`src/rtl/seg_pkg.sv`:
```
// Shared constants and helpers for the 7-segment scan interface.
// Used by the scan driver, the capture block and its bench.
package seg_pkg;

  localparam logic [7:0] SEG_CODE_0  = 8'h03;
  localparam logic [7:0] SEG_CODE_1  = 8'h9F;
  localparam logic [7:0] SEG_CODE_2  = 8'h25;
  localparam logic [7:0] SEG_CODE_3  = 8'h0D;
  localparam logic [7:0] SEG_CODE_4  = 8'h99;
  localparam logic [7:0] SEG_CODE_5  = 8'h49;
  localparam logic [7:0] SEG_CODE_6  = 8'hC1;
  localparam logic [7:0] SEG_CODE_6B = 8'h41;
  localparam logic [7:0] SEG_CODE_7  = 8'h1F;
  localparam logic [7:0] SEG_CODE_8  = 8'h01;
  localparam logic [7:0] SEG_CODE_9  = 8'h19;
  localparam logic [7:0] SEG_BLANK   = 8'hFF;

  localparam int AN_IDX_W = 3;

  typedef enum logic [1:0] {
    IDLE,
    SETTLE,
    HELD
  } scan_state_t;

  typedef struct packed {
    logic [7:0] an;
    logic [7:0] ca;
  } scan_smp_t;

  function automatic logic one_hot_low(
    input logic [7:0] an
  );
    return $onehot(~an);
  endfunction

  function automatic logic [AN_IDX_W-1:0] an_index(
    input logic [7:0] an
  );
    logic [AN_IDX_W-1:0] idx;
    idx = '0;
    for (int i = 0; i < 8; i++)
      if (!an[i]) idx = AN_IDX_W'(i);
    return idx;
  endfunction

endpackage

```
`src/rtl/seg_scan_capture_if.sv`:
```
// Scan pins in, captured digit state and event pulses out.
// master drives the pins, slave is the capture block.
interface seg_scan_capture_if #(
  parameter int NUM_DIGITS = 8
);
  import seg_pkg::*;

  logic [7:0]              an;
  logic [7:0]              ca;
  logic [4*NUM_DIGITS-1:0] digits;
  logic [NUM_DIGITS-1:0]   dig_valid;
  logic [NUM_DIGITS-1:0]   dp_out;
  logic                    upd;
  logic [AN_IDX_W-1:0]     upd_idx;
  logic                    seg_err;
  logic                    an_err;

  modport master (
    output an, ca,
    input  digits, dig_valid, dp_out,
    input  upd, upd_idx, seg_err, an_err
  );

  modport slave (
    input  an, ca,
    output digits, dig_valid, dp_out,
    output upd, upd_idx, seg_err, an_err
  );

endinterface

```
`src/rtl/seg_code_decode.sv`:
```
// Segment pattern (a..g, active-low) to BCD value.
// ok drops for any pattern outside the code table.
module seg_code_decode
  import seg_pkg::*;
(
  input  logic [6:0] seg,
  output logic       ok,
  output logic [3:0] value
);

  always_comb begin
    ok    = 1'b1;
    value = 4'd0;
    unique case (seg)
      SEG_CODE_0[7:1]: value = 4'd0;
      SEG_CODE_1[7:1]: value = 4'd1;
      SEG_CODE_2[7:1]: value = 4'd2;
      SEG_CODE_3[7:1]: value = 4'd3;
      SEG_CODE_4[7:1]: value = 4'd4;
      SEG_CODE_5[7:1]: value = 4'd5;
      SEG_CODE_6[7:1],
      SEG_CODE_6B[7:1]: value = 4'd6;
      SEG_CODE_7[7:1]: value = 4'd7;
      SEG_CODE_8[7:1]: value = 4'd8;
      SEG_CODE_9[7:1]: value = 4'd9;
      default:         ok = 1'b0;
    endcase
  end

endmodule

```
`src/rtl/seg_scan_capture.sv`:
```
// Scan-pin monitor: waits for a stable slot, decodes it and
// keeps one BCD digit, dp and valid bit per anode position.
module seg_scan_capture
  import seg_pkg::*;
#(
  parameter int NUM_DIGITS  = 8,
  parameter int STABLE_CYC  = 16,
  parameter int TIMEOUT_CYC = 65536
) (
  input logic clk,
  input logic rst_n,
  seg_scan_capture_if.slave bus
);

  localparam int CW = $clog2(STABLE_CYC + 1);
  localparam int TW = $clog2(TIMEOUT_CYC + 1);
  localparam int IW = AN_IDX_W;

  scan_smp_t   s1, s2, snap;
  scan_state_t state;
  logic [CW-1:0] cnt;
  logic [TW-1:0] timer [NUM_DIGITS];

  logic [NUM_DIGITS-1:0]   valid_q, dp_q, pend;
  logic [NUM_DIGITS-1:0]   tout, pend_all;
  logic [NUM_DIGITS-1:0]   pend_n, valid_n;
  logic [4*NUM_DIGITS-1:0] digits_q;
  logic                    upd_q, seg_err_q, an_err_q;
  logic [IW-1:0]           idx_q, k, sel;

  logic same, blank, good_an;
  logic cap, cap_en, cap_upd;
  logic dec_ok, sel_hit;
  logic [3:0] dec_val, cur_val;

  assign same    = (s2 == snap);
  assign blank   = (s2.an == SEG_BLANK);
  assign good_an = one_hot_low(s2.an);
  assign k       = an_index(snap.an);

  assign cap     = (state == SETTLE) && same &&
                   (cnt == CW'(STABLE_CYC));
  assign cap_en  = cap && !(&snap.an[NUM_DIGITS-1:0]);
  assign cur_val = digits_q[{k, 2'b00} +: 4];

  seg_code_decode u_dec (
    .seg   (snap.ca[7:1]),
    .ok    (dec_ok),
    .value (dec_val)
  );

  assign cap_upd = cap_en && (dec_ok ?
                   (!valid_q[k] || cur_val != dec_val) :
                   valid_q[k]);

  // A timeout colliding with a capture stays pending one more cycle
  always_comb begin
    tout    = '0;
    sel     = '0;
    sel_hit = 1'b0;
    for (int i = 0; i < NUM_DIGITS; i++)
      tout[i] = valid_q[i] &&
                timer[i] == TW'(TIMEOUT_CYC - 1) &&
                !(cap_en && IW'(i) == k);
    pend_all = pend | tout;
    for (int i = NUM_DIGITS - 1; i >= 0; i--)
      if (pend_all[i]) begin
        sel     = IW'(i);
        sel_hit = 1'b1;
      end
    pend_n  = pend_all;
    valid_n = valid_q & ~tout;
    if (!cap_upd && sel_hit) pend_n[sel] = 1'b0;
    if (cap_en) begin
      valid_n[k] = dec_ok;
      if (dec_ok) pend_n[k] = 1'b0;
    end
  end

  always_ff @(posedge clk or negedge rst_n) begin
    if (!rst_n) begin
      s1       <= {SEG_BLANK, SEG_BLANK};
      s2       <= {SEG_BLANK, SEG_BLANK};
      snap     <= {SEG_BLANK, SEG_BLANK};
      state    <= IDLE;
      cnt      <= '0;
      an_err_q <= 1'b0;
    end else begin
      s1       <= {bus.an, bus.ca};
      s2       <= s1;
      an_err_q <= 1'b0;
      unique case (state)
        IDLE: begin
          if (!blank) begin
            if (good_an) begin
              snap  <= s2;
              cnt   <= CW'(1);
              state <= SETTLE;
            end else begin
              an_err_q <= 1'b1;
            end
          end
        end
        SETTLE, HELD: begin
          if (!same) begin
            snap <= s2;
            cnt  <= CW'(1);
            if (blank) begin
              state <= IDLE;
            end else if (!good_an) begin
              an_err_q <= 1'b1;
              state    <= IDLE;
            end else begin
              state <= SETTLE;
            end
          end else if (state == SETTLE) begin
            if (cnt == CW'(STABLE_CYC))
              state <= HELD;
            else
              cnt <= cnt + 1'b1;
          end
        end
        default: state <= IDLE;
      endcase
    end
  end

  always_ff @(posedge clk or negedge rst_n) begin
    if (!rst_n) begin
      digits_q  <= '0;
      valid_q   <= '0;
      dp_q      <= '0;
      pend      <= '0;
      upd_q     <= 1'b0;
      idx_q     <= '0;
      seg_err_q <= 1'b0;
      for (int i = 0; i < NUM_DIGITS; i++)
        timer[i] <= '0;
    end else begin
      upd_q     <= 1'b0;
      seg_err_q <= 1'b0;
      valid_q   <= valid_n;
      pend      <= pend_n;
      if (cap_en) begin
        if (dec_ok) begin
          digits_q[{k, 2'b00} +: 4] <= dec_val;
          dp_q[k] <= ~snap.ca[0];
        end else begin
          seg_err_q <= 1'b1;
        end
      end
      if (cap_upd) begin
        upd_q <= 1'b1;
        idx_q <= k;
      end else if (sel_hit) begin
        upd_q <= 1'b1;
        idx_q <= sel;
      end
      for (int i = 0; i < NUM_DIGITS; i++) begin
        if (cap_en && dec_ok && IW'(i) == k)
          timer[i] <= '0;
        else if (timer[i] != TW'(TIMEOUT_CYC))
          timer[i] <= timer[i] + 1'b1;
      end
    end
  end

  assign bus.digits    = digits_q;
  assign bus.dig_valid = valid_q;
  assign bus.dp_out    = dp_q;
  assign bus.upd       = upd_q;
  assign bus.upd_idx   = idx_q;
  assign bus.seg_err   = seg_err_q;
  assign bus.an_err    = an_err_q;

endmodule

```
`src/flat_wrapper.sv`:
```
// flat-port wrapper written by rule: the top's interface ports become plain ports
module seg_scan_capture_flat import seg_pkg::*;
#(
  parameter int NUM_DIGITS  = 8,
  parameter int STABLE_CYC  = 16,
  parameter int TIMEOUT_CYC = 65536
)
  (clk, rst_n, bus_an, bus_ca, bus_digits, bus_dig_valid, bus_dp_out, bus_upd, bus_upd_idx, bus_seg_err, bus_an_err);
  seg_scan_capture_if #(.NUM_DIGITS(NUM_DIGITS)) bus_i ();
  input logic clk;
  input logic rst_n;
  input wire logic [$bits(bus_i.an)-1:0] bus_an;
  input wire logic [$bits(bus_i.ca)-1:0] bus_ca;
  output wire logic [$bits(bus_i.digits)-1:0] bus_digits;
  output wire logic [$bits(bus_i.dig_valid)-1:0] bus_dig_valid;
  output wire logic [$bits(bus_i.dp_out)-1:0] bus_dp_out;
  output wire logic [$bits(bus_i.upd)-1:0] bus_upd;
  output wire logic [$bits(bus_i.upd_idx)-1:0] bus_upd_idx;
  output wire logic [$bits(bus_i.seg_err)-1:0] bus_seg_err;
  output wire logic [$bits(bus_i.an_err)-1:0] bus_an_err;
  assign bus_i.an = bus_an;
  assign bus_i.ca = bus_ca;
  assign bus_digits = bus_i.digits;
  assign bus_dig_valid = bus_i.dig_valid;
  assign bus_dp_out = bus_i.dp_out;
  assign bus_upd = bus_i.upd;
  assign bus_upd_idx = bus_i.upd_idx;
  assign bus_seg_err = bus_i.seg_err;
  assign bus_an_err = bus_i.an_err;
  seg_scan_capture #(.NUM_DIGITS(NUM_DIGITS), .STABLE_CYC(STABLE_CYC), .TIMEOUT_CYC(TIMEOUT_CYC)) u_core (.clk(clk), .rst_n(rst_n), .bus(bus_i));
endmodule
```
`config.mk`:
```
export PLATFORM = sky130hd
export DESIGN_NAME = seg_scan_capture_flat
export DESIGN_NICKNAME = d
export VERILOG_FILES = /design/src/rtl/seg_pkg.sv /design/src/rtl/seg_scan_capture_if.sv /design/src/rtl/seg_code_decode.sv /design/src/rtl/seg_scan_capture.sv /design/src/flat_wrapper.sv
export SDC_FILE = /design/constraint.sdc
export NUM_CORES = 1
export LEC_CHECK = 0
export CAP_MARGIN = 40
export CELL_PAD_IN_SITES_DETAIL_PLACEMENT = 1
export CELL_PAD_IN_SITES_GLOBAL_PLACEMENT = 2
export CORE_ASPECT_RATIO = 2
export CORE_MARGIN = 2
export CORE_UTILIZATION = 30
export DETAILED_ROUTE_END_ITERATION = 12
export GPL_ROUTABILITY_DRIVEN = 0
export GPL_TIMING_DRIVEN = 0
export PLACE_DENSITY = 0.72
export SLEW_MARGIN = 20
export SYNTH_ARGS = -nofsm -noshare
export SYNTH_HDL_FRONTEND = slang
export SYNTH_HIERARCHICAL = 1
export SYNTH_SLANG_ARGS = --single-unit
```
`constraint.sdc`:
```
create_clock -name clk -period 13.99 [get_ports clk]
set_clock_uncertainty 0.2 [all_clocks]
set_input_delay 2.798 -clock clk [delete_from_list [all_inputs] [get_ports clk]]
set_output_delay 2.798 -clock clk [all_outputs]
set_load 0.005 [all_outputs]
```
## Yosys cells after proc, flatten, opt, wreduce, memory -nomap -nowiden

Index checks and enable logic that the tools add are counted.

- Register bits after elaboration: 253
- Input port bits: 18
- Output and inout port bits: 54
- Logic and storage cells: 259

- Add/subtract/negate cells: 17
- Magnitude comparators: 4
- Equality and inequality tests: 46
- Shifts and indexed selects: 3
- Multiplexer cells: 83
- Bitwise logic cells: 9
- Reduce and logical (&&, ||, !) cells: 73

Operators with widths:

| operator | count |
|---|---|
| $mux 17 | 16 |
| $add 17x1->17 const B | 8 |
| $eq 17x16->1 const B | 8 |
| $ne 17x17->1 const B | 8 |
| $mux 16 | 3 |
| $mux 3 | 14 |
| $logic_and 1x1->1 | 40 |
| $pmux 4 s9 | 1 |
| $bwmux 32 | 1 |
| $mux 8 | 4 |
| $not 8->8 | 4 |
| $pmux 16 s2 | 1 |
| $shift 4x7->32 const A | 1 |
| $shiftx 32x6->4 | 1 |
| $shiftx 4x7->32 | 1 |
| $mux 5 | 5 |
| $and 8x8->8 | 3 |
| $mux 1 | 22 |
| $eq 7x7->1 const B | 3 |
| $reduce_bool 2->1 | 10 |
| $bwmux 8 | 2 |
| $eq 16x16->1 | 1 |
| $mux 2 | 8 |
| $eq 7x4->1 const B | 2 |
| other kinds (40) | 68 |

## Longest topological paths before layout

Gate-level depths: netlist of the first run.

- Word-level depth: 30
- Mapped depth: 15
- Mapped depth without buffers: 15

## Cells and area by module

The synthesis of the first run kept the hierarchy.

By module, submodules not included:

| module | instances | cells an instance | area an instance (um^2) |
|---|---|---|---|
| seg_scan_capture | 1 | 1277 | 12655.9 |
| seg_code_decode | 1 | 36 | 251.5 |

## Least setup slack after synthesis of the first run

OpenSTA, ideal clock, no wires.

- Path type: register to register
- Start: register u_core/s2[8] (netlist bit)
- End: register u_core/snap[0] (netlist bit)
- Library setup time: 0.082 ns
- Arrival time: 4.152 ns
- Path slack: 9.556 ns
- Cell stages (with the launch flop): 15
- Clock period less this slack: 4.434 ns
- Cells stage by stage: dfstp_2 inv_1 fa_1 fa_1 fa_1 ha_1 inv_1 fa_1 nor2_1 a31oi_1 o31ai_1 nor2b_1 nor2b_1 buf_1 mux2_2

- Word-level cells in the longest chain between the ends: 7
- Elaborated cells on any way between the ends: 11
- Those cells by class: add/sub: 3; eq/ne: 6; bitwise: 1; reduce/logical: 1

Ends and longest elaborated chain:

| item | RTL line | RTL |
|---|---|---|
| from (decl) | seg_scan_capture.sv:19 | `scan_smp_t s1, s2, snap;` |
| from (signal assigned) | seg_scan_capture.sv:83 | `s2 <= {SEG_BLANK, SEG_BLANK};` |
| $not 8->8 | seg_pkg.sv:34 | `return $onehot(~an);` |
| $add 1x1->2 (implied by the code) | seg_pkg.sv:34 |  |
| $add 4x4->4 (implied by the code) (2 in series) | seg_pkg.sv:34 |  |
| $eq 4x1->1 | seg_pkg.sv:34 |  |
| $ne 2x1->1 (no line) | - |  |
| $reduce_and 4->1 (no line) * | - |  |
| to (signal assigned) | seg_scan_capture.sv:84 | `snap <= {SEG_BLANK, SEG_BLANK};` |
| to (decl) | seg_scan_capture.sv:19 |  |

Every way passes the cells marked *; elsewhere a longest branch is shown, timed or not.
A chain may end at the register's enable or synchronous reset.

## Worst setup path in the final report of the first run

- Start: register u_core/s2[8] (netlist bit)
- End: register u_core/snap[4] (netlist bit)

Same word-level chain as after synthesis.

==> results of run 1 <==
metrics by stage:
stage | hold WS, ps | setup slack, ps
after floorplan | 145 | 9560
after CTS | 154 | 8900
final | 148 | 8960
after global placement | 147 | -1430
after global routing | 153 | 8560
after detailed placement | 149 | 8960
worst max-delay path by stage:
stage,startpoint,to,slack [ps],cells past startpoint
finish,u_core/s2[8],u_core/snap[4],8960,14
global route,u_core/s2[8],u_core/snap[1],8560,14
CTS,u_core/s2[8],u_core/snap[4],8900,14
detailed placement,u_core/s2[8],u_core/snap[4],8960,14
global placement,rst_n,u_core/timer[0],-1430,1
floorplan,u_core/s2[8],u_core/snap[0],9560,14
registers in the layout (all words and copies together) (netlist names), 3 cells and up:
register and count:
u_core/timer 136, u_core/bus.digits 32, u_core/s1 16, u_core/s2 16, u_core/snap 16, u_core/bus.dig_valid 8, u_core/bus.dp_out 8, u_core/pend 8
u_core/cnt 5, u_core/bus.upd_idx 3
cell families after synthesis:
family	share of synthesized area (%)
multiplexers	3.48
AND/OR/NAND/NOR	23.1
XOR/XNOR	9.16
adder cells (fa/ha/maj)	4.40
flip-flops	49.5
buffers and inverters	3.16
AO/OA/AOI/OAI	7.18
final cells by class:
class,count,area share (%)
clock inverters,13,0.942
repair buffers,74,5.22
plain buffers,39,1.37
well taps,545,4.46
multi-input cells,968,40.0
clock buffers,35,4.89
inverters,53,1.30
flip-flops and latches,253,41.8
cells in the mapped netlist, drive strengths merged (4+ instances only):
library cell,number,area (um^2)
buf,29,171
and2,10,62.6
fa,4,80.1
xnor2,57,499
and3,35,219
nor2,202,781
o211ai,5,42.5
nor4b,10,87.6
a31oi,10,75.1
or3,6,42.5
dfrtp,205,5130
nand4b,4,35.0
and4,5,43.8
nor4,35,279
nor2b,10,70.1
dfstp,48,1260
o31ai,9,67.6
nor3b,5,47.5
inv,53,199
mux2i,4,40.0
ha,39,488
clkbuf,10,37.5
xor2,78,683
nand2b,10,65.1
a21oi,43,215
mux2,36,409
o21ai,50,250
nand3,50,250
nor3,22,110
nand2,157,589
nand4,34,228
worst max-delay path, cell delays in order (launching register included):
cell     delay [ps]
dfstp_2         580
inv_1            70
fa_1            550
fa_1            440
fa_1            510
ha_1            180
inv_1            60
fa_1            370
nor2_1          100
a31oi_1         130
o31ai_1         340
nor2b_1         280
nor2b_1         200
buf_1           560
mux2_2          410
cells in the final DEF (no fill, tap or decap), drive strengths merged, types with 48 or more instances in the layout:
cell and n:
dfrtp 205, nor2 202, nand2 157, xor2 78, clkdlybuf4s50 70, xnor2 57
inv 54, nand3 50, o21ai 50, dfstp 48
report_power, final:
group / internal, uW / switching [uW] / total (uW)
Combinational: 165 / 284 / 449
Clock: 430 / 302 / 732
Sequential: 786 / 42.2 / 828
layer usage:
layer	routed length [um]	GRT usage, %	vias up
li1	-	-	4698
met1	14000	17.8	5021
met3	963	1.87	52
met5	0	0	-
met2	21000	33.5	112
met4	1070	5.41	0
==> results.json, run 1 <==
{
  "place_area_um2": 14400,
  "die_y_um": 297,
  "utilization_pct": 35.9,
  "hp-start": "u_core/s1[10]",
  "start_util_pct": 30.3,
  "design.core.area_um2": 42600,
  "grt_pass1_wl_um": 59700,
  "worst_ep_required_time_ps": 14260,
  "endpoint_kind": "register",
  "port_buffers": 71,
  "antenna_found_initial": 0,
  "ctsRootBufferMaster": "clkbuf_16",
  "reg2reg_depth": 14,
  "r2r_slack_ps": 8960,
  "avgSynthCellArea_um2": 9.83,
  "cts_made_buffers": 26,
  "async_flop_share_pct": 100,
  "design_area_um2": 15300,
  "cts_tree": "done",
  "viasPerCell": 4.99,
  "finalNonFillerCells": 1980,
  "power_density_nw_per_um2": 132,
  "drt-pass1-iter-count": 4,
  "synth_warnings": 6,
  "fin_tns_setup_ps": 0,
  "maxSlewViolCount": 0,
  "dieArea_um2": 44800,
  "postSynthCellCount": 1313,
  "cts_sinks": 253,
  "ir_drop_mv": 0.0736,
  "syn_nets": 1374,
  "hold_violations": 0,
  "synth_cell_types": 77,
  "critical_path.max_fanout": 10,
  "dpl.hpwl_um": 28200,
  "routed_wl_um": 37000,
  "timing.final.crit_share_pct": 36.0,
  "antenna_left": 0,
  "dp_cells": 1932,
  "max_freq_mhz": 199,
  "reg2reg_from": "u_core/s2[8]",
  "hold_class": "reg -> reg",
  "antenna_cells": 0,
  "post_cts_buffers": 0,
  "grt_overflow_total": 0,
  "syn_area_um2": 12900,
  "synth-edff-count": 0,
  "finalNetCount": 1476,
  "hold_buffers": 0,
  "cp-start-kind": "register",
  "timing.rr.end": "u_core/snap[4]",
  "drive_gt1_share_pct": 12.2,
  "regArea_um2": 6390,
  "ioPinCount": 72,
  "drv_cap": 0,
  "tightestPinTransition_ps": 834,
  "grt_max_degree": 86,
  "ys_ff_latch": 253,
  "arrival_ps": 5300,
  "rows": 107,
  "setup_viol": 0,
  "p_leak_uw": 0.00654,
  "track_usage_pct": 16.9,
  "vias": 9883,
  "syn_to_final_growth_pct": 18.4,
  "design_power_total_uw": 2010,
  "h-tree-depth": 1,
  "status": "completed",
  "synth_ff_type": "dfrtp_1",
  "clk_path_buf_depth": 3,
  "clk_pin_slew_ps": 60,
  "nFillCells": 4832,
  "first_global_vias": 10900,
  "clock_latency_ps": 560,
  "die_width_um": 151,
  "ys_seq_area_share_pct": 49.5,
  "finalCriticalPeriod_ps": 5030,
  "multiInputGateArea_um2": 6110,
  "cts_resized": 0,
  "routedWlPerCell_um": 18.7,
  "max_slew_margin_pct": 43.9,
  "whs_endpoint": "u_core/s2[10]",
  "hold_path_depth": 0,
  "critical_path_class": "reg -> reg",
  "drt_iter0_drc": 312,
  "drc": 0,
  "rsz0062_at_grt": "false"
}
(Power assumes the default switching activity.)
==> run 2, diff against run 1 <==
==> constraint.sdc (replaced) <==
create_clock -name clk -period 4.8 [get_ports clk]
set_clock_uncertainty 0.2 [all_clocks]
set_input_delay 0.96 -clock clk [delete_from_list [all_inputs] [get_ports clk]]
set_output_delay 0.96 -clock clk [all_outputs]
set_load 0.005 [all_outputs]
==> results.json, run 2 (synthesized netlist as in run 1, its figures left out) <==
{
  "status": "completed",
  "vias": 9889,
  "drv_cap": 0,
  "mostFrequentLayoutCell": "dfrtp_1",
  "layout_common_cells": "205 x dfrtp_1, 195 x nor2_1, 157 x nand2_1, 78 x xor2_1, 70 x clkdlybuf4s50_1",
  "cts_sinks": 253,
  "drt_iter0_drc": 326,
  "clock_latency_ps": 560,
  "die_width_um": 151,
  "ir_drop_mv": 0.214,
  "place_area_um2": 14400,
  "hold_class": "in -> async",
  "worst_ep_required_time_ps": 5070,
  "dp_cells": 1932,
  "die_y_um": 297,
  "reg2reg_from": "u_core/s2[8]",
  "cts_tree": "done",
  "p_leak_uw": 0.00655,
  "arrival_ps": 4840,
  "first_global_vias": 10900,
  "met1_usage_pct": 17.8,
  "grt_max_degree": 86,
  "grt_overflow_total": 0,
  "largest_register": "u_core/timer",
  "rows": 107,
  "hold_buffers": 0,
  "grt_util_met3_pct": 1.87,
  "timing.final.crit_share_pct": 95.1,
  "critical_path_class": "reg -> reg",
  "endpoint_kind": "register",
  "reg2reg_depth": 14,
  "fin_tns_setup_ps": 0,
  "largest_reg_flops": 136,
  "routedWlPerCell_um": 18.7,
  "max_freq_mhz": 219,
  "finalNetCount": 1476,
  "ctsRootBufferMaster": "clkbuf_16",
  "antenna_cells": 0,
  "drt-pass1-iter-count": 4,
  "syn_to_final_growth_pct": 18.6,
  "grt_pass1_wl_um": 59700,
  "antenna_found_initial": 0,
  "timing.rr.end": "u_core/snap[6]",
  "start_util_pct": 30.3,
  "drc": 0,
  "hold_violations": 0,
  "power_density_nw_per_um2": 385,
  "cp-start-kind": "register",
  "drive_gt1_share_pct": 12.6,
  "dpl.hpwl_um": 28200,
  "dieArea_um2": 44800,
  "h-tree-depth": 1,
  "r2r_slack_ps": 230,
  "top_usage_layer": "met2",
  "post_cts_buffers": 0,
  "cts_made_buffers": 26,
  "antenna_left": 0,
  "tightestPinTransition_ps": 834,
  "viasPerCell": 4.99,
  "track_usage_pct": 16.9,
  "routed_wl_um": 37000,
  "max_slew_margin_pct": 43.9,
  "critical_path.max_fanout": 10,
  "finalNonFillerCells": 1980,
  "maxSlewViolCount": 0,
  "port_buffers": 71,
  "setup_viol": 0,
  "use_met2_pct": 33.6,
  "design.core.area_um2": 42600,
  "finalCriticalPeriod_ps": 4570,
  "design_area_um2": 15300,
  "ioPinCount": 72,
  "clk_pin_slew_ps": 60,
  "clk_path_buf_depth": 3
}
==> run 2: routing by layer <==
metal  share of wire, %  vias to the layer above
met5                  0                        -
met4                2.9                        0
met3                2.7                       52
met2                 57                      128
met1                 38                     5011
li1                   -                     4698
==> run 2: final cells by class <==
class / instances / area [um^2]
inverter: 53 / 199
buffer: 39 / 220
multi-input combinational: 968 / 6130
fill: 4832 / 27300
clock buffer: 35 / 747
timing repair buffer: 74 / 798
clock inverter: 13 / 144
tap: 545 / 682
sequential: 253 / 6390
==> run 2: worst max-delay path by stage <==
stage / startpoint / to / slack, ps / cells past startpoint
after floorplan: u_core/s2[8] / u_core/snap[0] / 370 / 14
after global placement: rst_n / u_core/timer[0] / -8790 / 1
after detailed placement: u_core/s2[8] / u_core/snap[4] / -230 / 14
after CTS: u_core/s2[8] / u_core/cnt[4] / 5 / 15
after global routing: u_core/s2[8] / u_core/snap[5] / -50 / 14
final: u_core/s2[8] / u_core/snap[6] / 230 / 14
==> run 2: worst max-delay path, stage by stage (launching register included) <==
cell and delay (ps):
dfstp_2 580, inv_1 70, fa_1 550, fa_1 440, fa_1 510, ha_1 180
inv_1 60, fa_1 370, nor2_1 100, a31oi_1 140, o31ai_2 310, nor2b_4 230
nor2b_2 180, clkbuf_4 230, mux2_2 350
==> run 2: report_power, final <==
| part | total [uW] | switching [uW] | internal [uW] | leakage [uW] |
|---|---|---|---|---|
| registers | 2420 | 124 | 2290 | 0.00324 |
| clock network | 2140 | 882 | 1250 | 0.000444 |
| logic | 1340 | 836 | 502 | 0.00286 |
==> run 2: timing repair <==
| item | in CTS | in global routing |
|---|---|---|
| gates resized for setup | 2 | 11 |
| endpoints found under the setup margin | 15 | 20 |
| pin swaps | 0 | 1 |
==> run 2: metrics by stage <==
stage | utilization, % | setup slack (ps) | power [uW] | hold WS, ps
floorplan | - | 366 | 3300 | 145
CTS | 35.9 | 4.58 | 5960 | 56.6
detailed placement | 33.8 | -228 | 3770 | 149
finish | 36.0 | 233 | 5890 | 78.2
global placement | 33.6 | -8790 | 3740 | 147
global route | 36.0 | -52.0 | 6190 | 78.6
==> run 3, diff against run 2 <==
--- a/config.mk
+++ b/config.mk
@@ -5,7 +5,6 @@
 export SDC_FILE = /design/constraint.sdc
 export NUM_CORES = 1
 export LEC_CHECK = 0
-export CAP_MARGIN = 40
 export CELL_PAD_IN_SITES_DETAIL_PLACEMENT = 1
 export CELL_PAD_IN_SITES_GLOBAL_PLACEMENT = 2
 export CORE_ASPECT_RATIO = 2
==> results of run 3 <==
Same layout as run 2: the final DEF is identical, and so are final timing and power.
